## config.mk

```make
export PLATFORM = sky130hd
export DESIGN_NAME = manch_decoding
export DESIGN_NICKNAME = d
export VERILOG_FILES = /design/src/rtl/manch_pkg.sv /design/src/rtl/manch_rx_sync.sv /design/src/rtl/manch_decoding.sv
export SDC_FILE = /design/constraint.sdc
export NUM_CORES = 1
export LEC_CHECK = 0
export CAP_MARGIN = 20
export CORE_AREA = 2 2 59 61
export DETAILED_ROUTE_END_ITERATION = 10
export DIE_AREA = 0 0 61 63
export PLACE_DENSITY_LB_ADDON = 0.1
export SLEW_MARGIN = 10
export SYNTH_ARGS = -nofsm -noshare
export SYNTH_HDL_FRONTEND = slang
export SYNTH_SLANG_ARGS = --single-unit
```

## constraint.sdc

```tcl
create_clock -name mclkin -period 2.4 [get_ports mclkin]
set_input_delay 0.36 -clock mclkin [delete_from_list [all_inputs] [get_ports mclkin]]
set_output_delay 0.36 -clock mclkin [all_outputs]
set_load 0.1 [all_outputs]
```

## src/rtl/manch_pkg.sv

```systemverilog
// -----------------------------------------------------------------------------
// manch_pkg
//   Shared definitions for the Manchester line encoder and decoder.
//   - Default line rate and master clock frequency.
//   - Derivation of the per-bit cycle counts and the decoder timing windows
//     (FULLBAUD, HALFBAUD, MIN_HALF, LO_LIM, HI_LIM) as functions, so that a
//     module parameterised with another BAUDRATE/CLK_FREQ gets its own values.
//   - Receiver state encoding.
//   - 3-input majority helper used by the optional glitch filter.
// -----------------------------------------------------------------------------
package manch_pkg;

    localparam int unsigned BAUDRATE_DEF = 32'd115200;
    localparam int unsigned CLK_FREQ_DEF = 32'd18_750_000;

    typedef enum logic [1:0] {
        IDLE  = 2'd0,
        START = 2'd1,
        RUN   = 2'd2
    } manch_state_e;

    // Clock cycles per line bit.
    function automatic int unsigned full_baud(input int unsigned clk_freq,
                                              input int unsigned baudrate);
        return clk_freq / baudrate;
    endfunction

    // Clock cycles per half bit.
    function automatic int unsigned half_baud(input int unsigned clk_freq,
                                              input int unsigned baudrate);
        return full_baud(clk_freq, baudrate) / 32'd2;
    endfunction

    // Shortest legal spacing between two line edges (quarter bit).
    function automatic int unsigned min_half(input int unsigned clk_freq,
                                             input int unsigned baudrate);
        return full_baud(clk_freq, baudrate) / 32'd4;
    endfunction

    // Earliest position of a mid-bit edge relative to the previous one.
    function automatic int unsigned lo_lim(input int unsigned clk_freq,
                                           input int unsigned baudrate);
        return (32'd3 * full_baud(clk_freq, baudrate)) / 32'd4;
    endfunction

    // Latest position of a mid-bit edge relative to the previous one.
    function automatic int unsigned hi_lim(input int unsigned clk_freq,
                                           input int unsigned baudrate);
        return (32'd5 * full_baud(clk_freq, baudrate)) / 32'd4;
    endfunction

    // Majority vote of three samples.
    function automatic logic maj3(input logic [2:0] v);
        return (v[0] & v[1]) | (v[1] & v[2]) | (v[0] & v[2]);
    endfunction

endpackage

```

## src/rtl/manch_rx_sync.sv

```systemverilog
// -----------------------------------------------------------------------------
// manch_rx_sync
//   Brings the asynchronous Manchester line into the mclkin domain and
//   produces one-cycle rise/fall strobes of the cleaned line level.
//   Optional build macro: MANCH_DEC_GLITCH_FILTER_EN adds a 3-sample majority
//   filter after the synchroniser (pulses of one cycle are dropped, two cycles
//   of extra latency).
// Ports
//   mclkin     in   clock
//   rst        in   asynchronous active-high reset (all flops to 0, line idles low)
//   rx_manch   in   raw Manchester line
//   line_rise  out  one-cycle strobe: cleaned line went 0->1
//   line_fall  out  one-cycle strobe: cleaned line went 1->0
// -----------------------------------------------------------------------------
module manch_rx_sync
    import manch_pkg::*;
(
    input  logic mclkin,
    input  logic rst,
    input  logic rx_manch,
    output logic line_rise,
    output logic line_fall
);

    logic sync1_r;
    logic sync2_r;
    logic clean_s;
    logic prev_r;

    // Two-flop synchroniser for the asynchronous line.
    always_ff @(posedge mclkin or posedge rst) begin
        if (rst) begin
            sync1_r <= 1'b0;
            sync2_r <= 1'b0;
        end else begin
            sync1_r <= rx_manch;
            sync2_r <= sync1_r;
        end
    end

`ifdef MANCH_DEC_GLITCH_FILTER_EN
    logic [1:0] smp_r;
    logic       filt_r;

    // Majority over the current and two previous synchronised samples; a
    // single-cycle pulse never occupies two of the three taps.
    always_ff @(posedge mclkin or posedge rst) begin
        if (rst) begin
            smp_r  <= 2'b00;
            filt_r <= 1'b0;
        end else begin
            smp_r  <= {smp_r[0], sync2_r};
            filt_r <= maj3({smp_r, sync2_r});
        end
    end

    assign clean_s = filt_r;
`else
    assign clean_s = sync2_r;
`endif

    // Delayed copy of the cleaned level for edge detection.
    always_ff @(posedge mclkin or posedge rst) begin
        if (rst) begin
            prev_r <= 1'b0;
        end else begin
            prev_r <= clean_s;
        end
    end

    assign line_rise = clean_s & ~prev_r;
    assign line_fall = ~clean_s & prev_r;

endmodule

```

## src/rtl/manch_decoding.sv

```systemverilog
// -----------------------------------------------------------------------------
// manch_decoding
//   Manchester receiver. Locks on the start bit (always 0) of each frame and
//   emits one decoded bit per mid-bit transition as a held UART-style level.
//   Build option: MANCH_DEC_GLITCH_FILTER_EN enables the input majority filter
//   (rx_valid latency 5 cycles instead of 3).
// Parameters
//   BAUDRATE   line bit rate
//   CLK_FREQ   mclkin frequency
// Ports
//   mclkin     in   clock
//   rst        in   asynchronous active-high reset
//   rx_manch   in   Manchester line, asynchronous to mclkin
//   rx         out  decoded bit level, held; 1 when no frame is active
//   rx_valid   out  one-cycle pulse: rx carries a new bit
//   rx_err     out  one-cycle pulse: timing violation, frame aborted
//   rx_active  out  high while a frame is being decoded
// -----------------------------------------------------------------------------
module manch_decoding
    import manch_pkg::*;
#(
    parameter int unsigned BAUDRATE = BAUDRATE_DEF,
    parameter int unsigned CLK_FREQ = CLK_FREQ_DEF
) (
    input  logic mclkin,
    input  logic rst,
    input  logic rx_manch,
    output logic rx,
    output logic rx_valid,
    output logic rx_err,
    output logic rx_active
);

    localparam logic [15:0] MIN_HALF = 16'(min_half(CLK_FREQ, BAUDRATE));
    localparam logic [15:0] LO_LIM   = 16'(lo_lim(CLK_FREQ, BAUDRATE));
    localparam logic [15:0] HI_LIM   = 16'(hi_lim(CLK_FREQ, BAUDRATE));

    logic         line_rise_s;
    logic         line_fall_s;
    logic         edge_s;

    manch_state_e state_r;
    manch_state_e state_s;
    logic [15:0]  cnt_r;
    logic [15:0]  cnt_s;
    logic [15:0]  cnt_inc_s;
    logic         bnd_seen_r;
    logic         bnd_seen_s;
    logic         rx_s;
    logic         valid_s;
    logic         err_s;
    logic         active_s;

    manch_rx_sync u_sync (
        .mclkin    (mclkin),
        .rst       (rst),
        .rx_manch  (rx_manch),
        .line_rise (line_rise_s),
        .line_fall (line_fall_s)
    );

    assign edge_s    = line_rise_s | line_fall_s;
    assign cnt_inc_s = (cnt_r == 16'hFFFF) ? cnt_r : (cnt_r + 16'd1);

    // Next-state and output decode. All window compares use the count held
    // in the register, i.e. the value before this cycle's increment.
    always_comb begin
        state_s    = state_r;
        cnt_s      = cnt_inc_s;
        bnd_seen_s = bnd_seen_r;
        rx_s       = rx;
        valid_s    = 1'b0;
        err_s      = 1'b0;
        active_s   = rx_active;

        case (state_r)
            IDLE: begin
                cnt_s      = 16'd0;
                bnd_seen_s = 1'b0;
                rx_s       = 1'b1;
                active_s   = 1'b0;
                if (line_fall_s) begin
                    // Line was already high: this fall is the start-bit mid-bit.
                    rx_s     = 1'b0;
                    valid_s  = 1'b1;
                    active_s = 1'b1;
                    state_s  = RUN;
                end else if (line_rise_s) begin
                    // Leading edge of the start bit's high first half.
                    state_s = START;
                end else begin
                    state_s = IDLE;
                end
            end

            START: begin
                if (line_fall_s && (cnt_r >= MIN_HALF) && (cnt_r <= LO_LIM)) begin
                    rx_s     = 1'b0;
                    valid_s  = 1'b1;
                    active_s = 1'b1;
                    cnt_s    = 16'd0;
                    state_s  = RUN;
                end else if (line_fall_s || (cnt_r > LO_LIM)) begin
                    err_s    = 1'b1;
                    rx_s     = 1'b1;
                    active_s = 1'b0;
                    cnt_s    = 16'd0;
                    state_s  = IDLE;
                end else begin
                    state_s = START;
                end
            end

            RUN: begin
                if (cnt_r > HI_LIM) begin
                    // No mid-bit within the window: the frame has ended.
                    rx_s       = 1'b1;
                    active_s   = 1'b0;
                    cnt_s      = 16'd0;
                    bnd_seen_s = 1'b0;
                    state_s    = IDLE;
                end else if (edge_s && (cnt_r >= LO_LIM)) begin
                    // Mid-bit edge: the new line level is the bit value.
                    rx_s       = line_rise_s;
                    valid_s    = 1'b1;
                    cnt_s      = 16'd0;
                    bnd_seen_s = 1'b0;
                    state_s    = RUN;
                end else if (edge_s && (cnt_r >= MIN_HALF) && !bnd_seen_r) begin
                    // First bit-boundary edge since the last mid-bit.
                    bnd_seen_s = 1'b1;
                    state_s    = RUN;
                end else if (edge_s) begin
                    // Too close to the anchor, or a second boundary edge.
                    err_s      = 1'b1;
                    rx_s       = 1'b1;
                    active_s   = 1'b0;
                    cnt_s      = 16'd0;
                    bnd_seen_s = 1'b0;
                    state_s    = IDLE;
                end else begin
                    state_s = RUN;
                end
            end

            default: begin
                rx_s       = 1'b1;
                active_s   = 1'b0;
                cnt_s      = 16'd0;
                bnd_seen_s = 1'b0;
                state_s    = IDLE;
            end
        endcase
    end

    // State, counter and registered outputs.
    always_ff @(posedge mclkin or posedge rst) begin
        if (rst) begin
            state_r    <= IDLE;
            cnt_r      <= 16'd0;
            bnd_seen_r <= 1'b0;
            rx         <= 1'b1;
            rx_valid   <= 1'b0;
            rx_err     <= 1'b0;
            rx_active  <= 1'b0;
        end else begin
            state_r    <= state_s;
            cnt_r      <= cnt_s;
            bnd_seen_r <= bnd_seen_s;
            rx         <= rx_s;
            rx_valid   <= valid_s;
            rx_err     <= err_s;
            rx_active  <= active_s;
        end
    end

endmodule
```

# --- After elaboration in Yosys (flattened, before gate mapping) ---
# Cells that the tools add are included.
# Widths: inputs -> output; s select.
op_classes:
  n_addsub: 1
  order_cmp: 5
  n_eq_ne: 10
  muxes: 48
  bitwise: 6
  n_reduce_logical: 11
op_table:
  columns: ["op", "n"]
  rows:
  - ["$mux 16", 7]
  - ["$pmux 16 s2", 1]
  - ["$mux 1", 28]
  - ["$add 16x1->16 const B", 1]
  - ["$eq 16x16->1 const B", 1]
  - ["$ge 16x6->1 const B", 1]
  - ["$ge 16x7->1 const B", 1]
  - ["$gt 16x7->1 const B", 1]
  - ["$gt 16x8->1 const B", 1]
  - ["$le 16x7->1 const B", 1]
  - ["$mux 2", 6]
  - ["$ne 3x3->1 const B", 4]
  - ["$pmux 1 s3", 3]
  - ["$ne 4x4->1 const B", 2]
  - ["$pmux 2 s3", 1]
  - ["$logic_and 1x1->1", 5]
  - ["$ne 5x5->1 const B", 1]
  - ["$pmux 1 s2", 2]
  - ["$reduce_and 4->1", 1]
  - ["$not 1->1", 3]
  - ["$reduce_and 3->1", 1]
  - ["$and 1x1->1", 2]
  - ["$eq 2x1->1 const B", 1]
  - ["$eq 2x2->1 const B", 1]
  - ["5 further kinds", 5]
totals:
  ff_bits: 26
  out_inout_bits: 4
  elab_cells: 91

# --- Logic depth before layout (Yosys ltp) ---
logic_depth:
  ltp_word: 9
  depth_mapped: 7
  mapped_depth_nobuf: 7

# --- Cells and area by module ---
# Synthesis repeated with hierarchy kept, for this count alone.
hier_totals:
  cells_unflattened: 126
  area_unflattened_um2: 1392.6
modules_own_cells:
  columns: ["module", "n_inst", "cells_per_inst", "area_per_inst_um2", "seq_area_each_um2"]
  rows:
  - ["manch_decoding", 1, 120, 1298.7, 576.8]
  - ["manch_rx_sync", 1, 6, 93.8, 75.1]

# --- Least setup slack after synthesis ---
# No wires, ideal clock.
synth_timing:
  kind: "register -> register"
  from: "reg cnt_r[0]"
  to: "reg rx_err"
  setup_ps: 64
  arrival_time_ps: 2079
  required_ps: 2336
  slack_ps: 256
  path_stages_with_launch: 8
  n_path_buf: 0
  synth_period_minus_slack_ps: 2144
  cell_sequence: "dfrtp_1 > inv_1 > ha_1 > or3b_1 > a2111oi_2 > or3b_1 > nor3_1 > o21a_1"
synth_between:
  elab_chain_cells: 7
synth_rtl:
  columns: ["item", "line_no", "rtl"]
  rows:
  - ["start, declared", "manch_decoding.sv:44", "logic [15:0] cnt_r;"]
  - ["start signal, assigned", "manch_decoding.sv:168", "cnt_r <= cnt_s;"]
  - ["$ge 16x6->1", "manch_decoding.sv:97, manch_decoding.sv:129", null]
  - ["$logic_and 1x1->1 (2 in a row)", "manch_decoding.sv:129", "end else if (edge_s && (cnt_r >= MIN_HALF) && !bnd_seen_r) begin"]
  - ["$mux 1", "manch_decoding.sv:129", null]
  - ["$mux 1", "manch_decoding.sv:122", "end else if (edge_s && (cnt_r >= LO_LIM)) begin"]
  - ["$mux 1", "manch_decoding.sv:115", "if (cnt_r > HI_LIM) begin"]
  - ["$pmux 1 s2 *", "manch_decoding.sv:76", "case (state_r)"]
  - ["named net err_s", "manch_decoding.sv:51", "logic err_s;"]
  - ["end signal, assigned", "manch_decoding.sv:172", "rx_err <= err_s;"]
  - ["end, declared", "manch_decoding.sv:30", "output logic rx_err,"]
# The timed path passes the listed nets; every way through them passes the cells marked *.
# A chain may end at the register's enable or synchronous reset.

# --- Worst setup path in the final report ---
layout_timing:
  from: "reg cnt_r[1]"
  to: "reg rx_err"
# The elaborated chain is that of the path after synthesis.

==> results.cfg <==
[status]
outcome = complete, no violations

[clocking]
clk_pin_slew_worst_paths_ns = 0.14
clock_sinks = 26
cts_tree = done
cts.path.max_buffers = 2
clockRootBuffer = clkbuf_4
cts_buffers = 3
htree_levels = 1
ctsHoldBuffers = 0
clk_latency_ns = 0.32

[timing]
max_freq_ghz = 0.437
slew_headroom = 0.665
finalCriticalPeriod_ns = 2.29
hold_viol = 0
worst_pin_slew_ns = 0.499
setup_viol = 0
final_max_slew_viol_count = 0
rsz0062_at_grt = false
finClkSkew_ns = 0.00539
fin_setup_tns_ns = 0
fin_crit_sh = 0.953

[place]
hpwl_um = 2090
io_buffer_count = 6
gp_congestion = 0.882

[worst_setup_path]
worstSetupPathType = flop to flop
required_ns = 2.68
r2r_start = cnt_r[1]
start_kind = flop
cp_data_arrival_time_ns = 2.57
cp-startpoint = cnt_r[1]
path_max_fanout = 6
r2r_setup_slack_ns = 0.11
reg2reg_depth = 7
endpoint = rx_err
reg2reg_to = rx_err
end_kind = flop

[worst_hold_path]
worstHoldPathType = primary input to asynchronous set/reset pin

[yosys]
yosysSeqAreaShare = 0.467
synth_top_area_cell = dfrtp_1
synth_cells = 134
synth-seq-cells = 26
syn_avg_cell_area_um2 = 10.4
syn_area_um2 = 1400
yosys.cell_types.count = 41
yosys-top-cells-area = dfrtp_1 (45%), ha_1 (9.9%), nor2_1 (5.1%)
synth_top_area_share = 0.448
yosysWarnings = 0

[cells_and_area]
fin_util = 0.503
final_cell_mix = dfrtp_1 (24), nor2_1 (19), ha_1 (11), inv_1 (8), conb_1 (8)
syn_to_final_growth_pct = 16.5
drive_above_1_share = 0.162
final_common_cell = dfrtp_1
antenna_cells = 0
nets = 169

[floorplanning]
num_rows = 21
die_y_um = 63
fp.dieW_um = 61
start_util = 0.432
core_um2 = 3230
dieArea_um2 = 3840
io_pins = 7

[grt]
antenna_found_initial = 0
grt_pass1_vias = 1057
grt_overflow = 0
gr-usage-all-layers = 0.165
grt_max_degree = 17
grt_pass1_wl_um = 4730

[detailed_routing]
drt-total-wl_um = 2650
drt_iter0_markers = 43
post_drt_wl_per_cell_um = 13.3
first_pass_iters = 4
via_per_inst = 5.07
vias = 1013
ant_nets = 0
drc = 0

[power_and_ir_drop]
power.density_nw_per_um2 = 537
peakVddDrop_uv = 289
power_leakage_nw = 0.674

[run]
drv_cap = 0
[repair_timing]
item,CTS,global route
resized for setup,0,5
setup endpoints to repair,0,3
buffers inserted,0,0
[worst min-delay path by stage]
stage / cells past startpoint / startpoint / slack [ns] / end
finish: 2 / rst / 0.30 / bnd_seen_r
global route: 2 / rst / 0.36 / u_sync.clean_s
CTS: 2 / rst / 0.31 / u_sync.clean_s
detailed placement: 0 / u_sync.sync1_r / 0.34 / u_sync.clean_s
global placement: 0 / u_sync.sync1_r / 0.33 / u_sync.clean_s
floorplan: 0 / u_sync.sync1_r / 0.33 / u_sync.clean_s
[final cells by class]
class                   count  area (um2)
fillers                   313        1610
multi-input cells         106         757
flip-flops and latches     26         653
repair buffers              9        72.6
well taps                  46        57.6
inverters                   9        33.8
clock inverters             1        30.0
clock buffers               3        22.5
[stage by stage]
| stage | power, W | cells | hold slack (ns) | setup WS [ns] | area, um2 |
|---|---|---|---|---|---|
| global route | 0.000926 | 200 | 0.358 | 0.00531 | 1630 |
| floorplan | 0.000557 | 141 | 0.331 | 0.256 | 1420 |
| global placement | 0.000583 | 196 | 0.334 | 0.174 | 1550 |
| finish | 0.000874 | 200 | 0.300 | 0.113 | 1630 |
| detailed placement | 0.000584 | 196 | 0.336 | 0.0878 | 1550 |
| CTS | 0.000891 | 200 | 0.308 | 0.0546 | 1610 |
[Yosys cell counts]
library cell  count
a2111oi_2         1
a211oi_1          1
a21boi_0          2
a21boi_1          1
a21o_1            1
a21oi_1           7
a22o_1            1
a22oi_1           1
a31oi_1           1
and2_1            1
and2_2            1
and4_1            1
and4bb_2          1
conb_1            1
dfrtp_1          25
dfstp_2           1
ha_1             11
inv_1             9
mux2i_1           1
nand2_1           7
nand2b_1          1
nand3_1           4
nand3b_1          2
nand4_1           4
nor2_1           19
nor3_1            5
nor3b_1           1
nor4_1            3
nor4_2            1
o211ai_1          1
o21a_1            1
o21ai_0           1
o21ai_2           1
o21bai_1          1
o2bb2ai_1         1
o32a_1            1
o41ai_4           1
or3_4             1
or3b_1            2
or4_4             2
xnor2_1           6
[registers in the layout, summed over array words and instances, names as in the netlist]
name,flops
bnd_seen_r,1
cnt_r,16
rx,1
rx_active,1
rx_err,1
rx_valid,1
state_r,2
u_sync.clean_s,1
u_sync.prev_r,1
u_sync.sync1_r,1
[power by group]
part,total (W),internal [W],switching (W)
Combinational,0.000108,0.0000316,0.0000763
Clock,0.000299,0.000169,0.000130
Sequential,0.000467,0.000456,0.0000108
Total,0.000874,0.000657,0.000217
[worst max-delay path, stage by stage, from the launching register on]
cell,delay (ns)
dfrtp_2,0.47
inv_1,0.09
ha_1,0.16
or3b_1,0.40
a2111oi_4,0.39
or3b_4,0.45
nor3_1,0.17
o21a_1,0.13
[metal layers]
layer	up-vias	GRT usage	wire (um)
li1	503	-	-
met1	494	0.209	1180
met2	11	0.278	1360
met3	5	0.0248	64
met4	0	0.0571	44
met5	-	0	0
[logic make-up after synthesis]
family | Yosys count | synth area share
simple gates | 56 | 0.225
flops | 26 | 0.467
compound gates | 24 | 0.138
fa+ha+maj | 11 | 0.0986
buf+inv | 9 | 0.0242
xor+xnor | 6 | 0.0376
other cells | 1 | 0.00269
mux | 1 | 0.00717
Note: power is estimated with default switching activity, not from simulation.
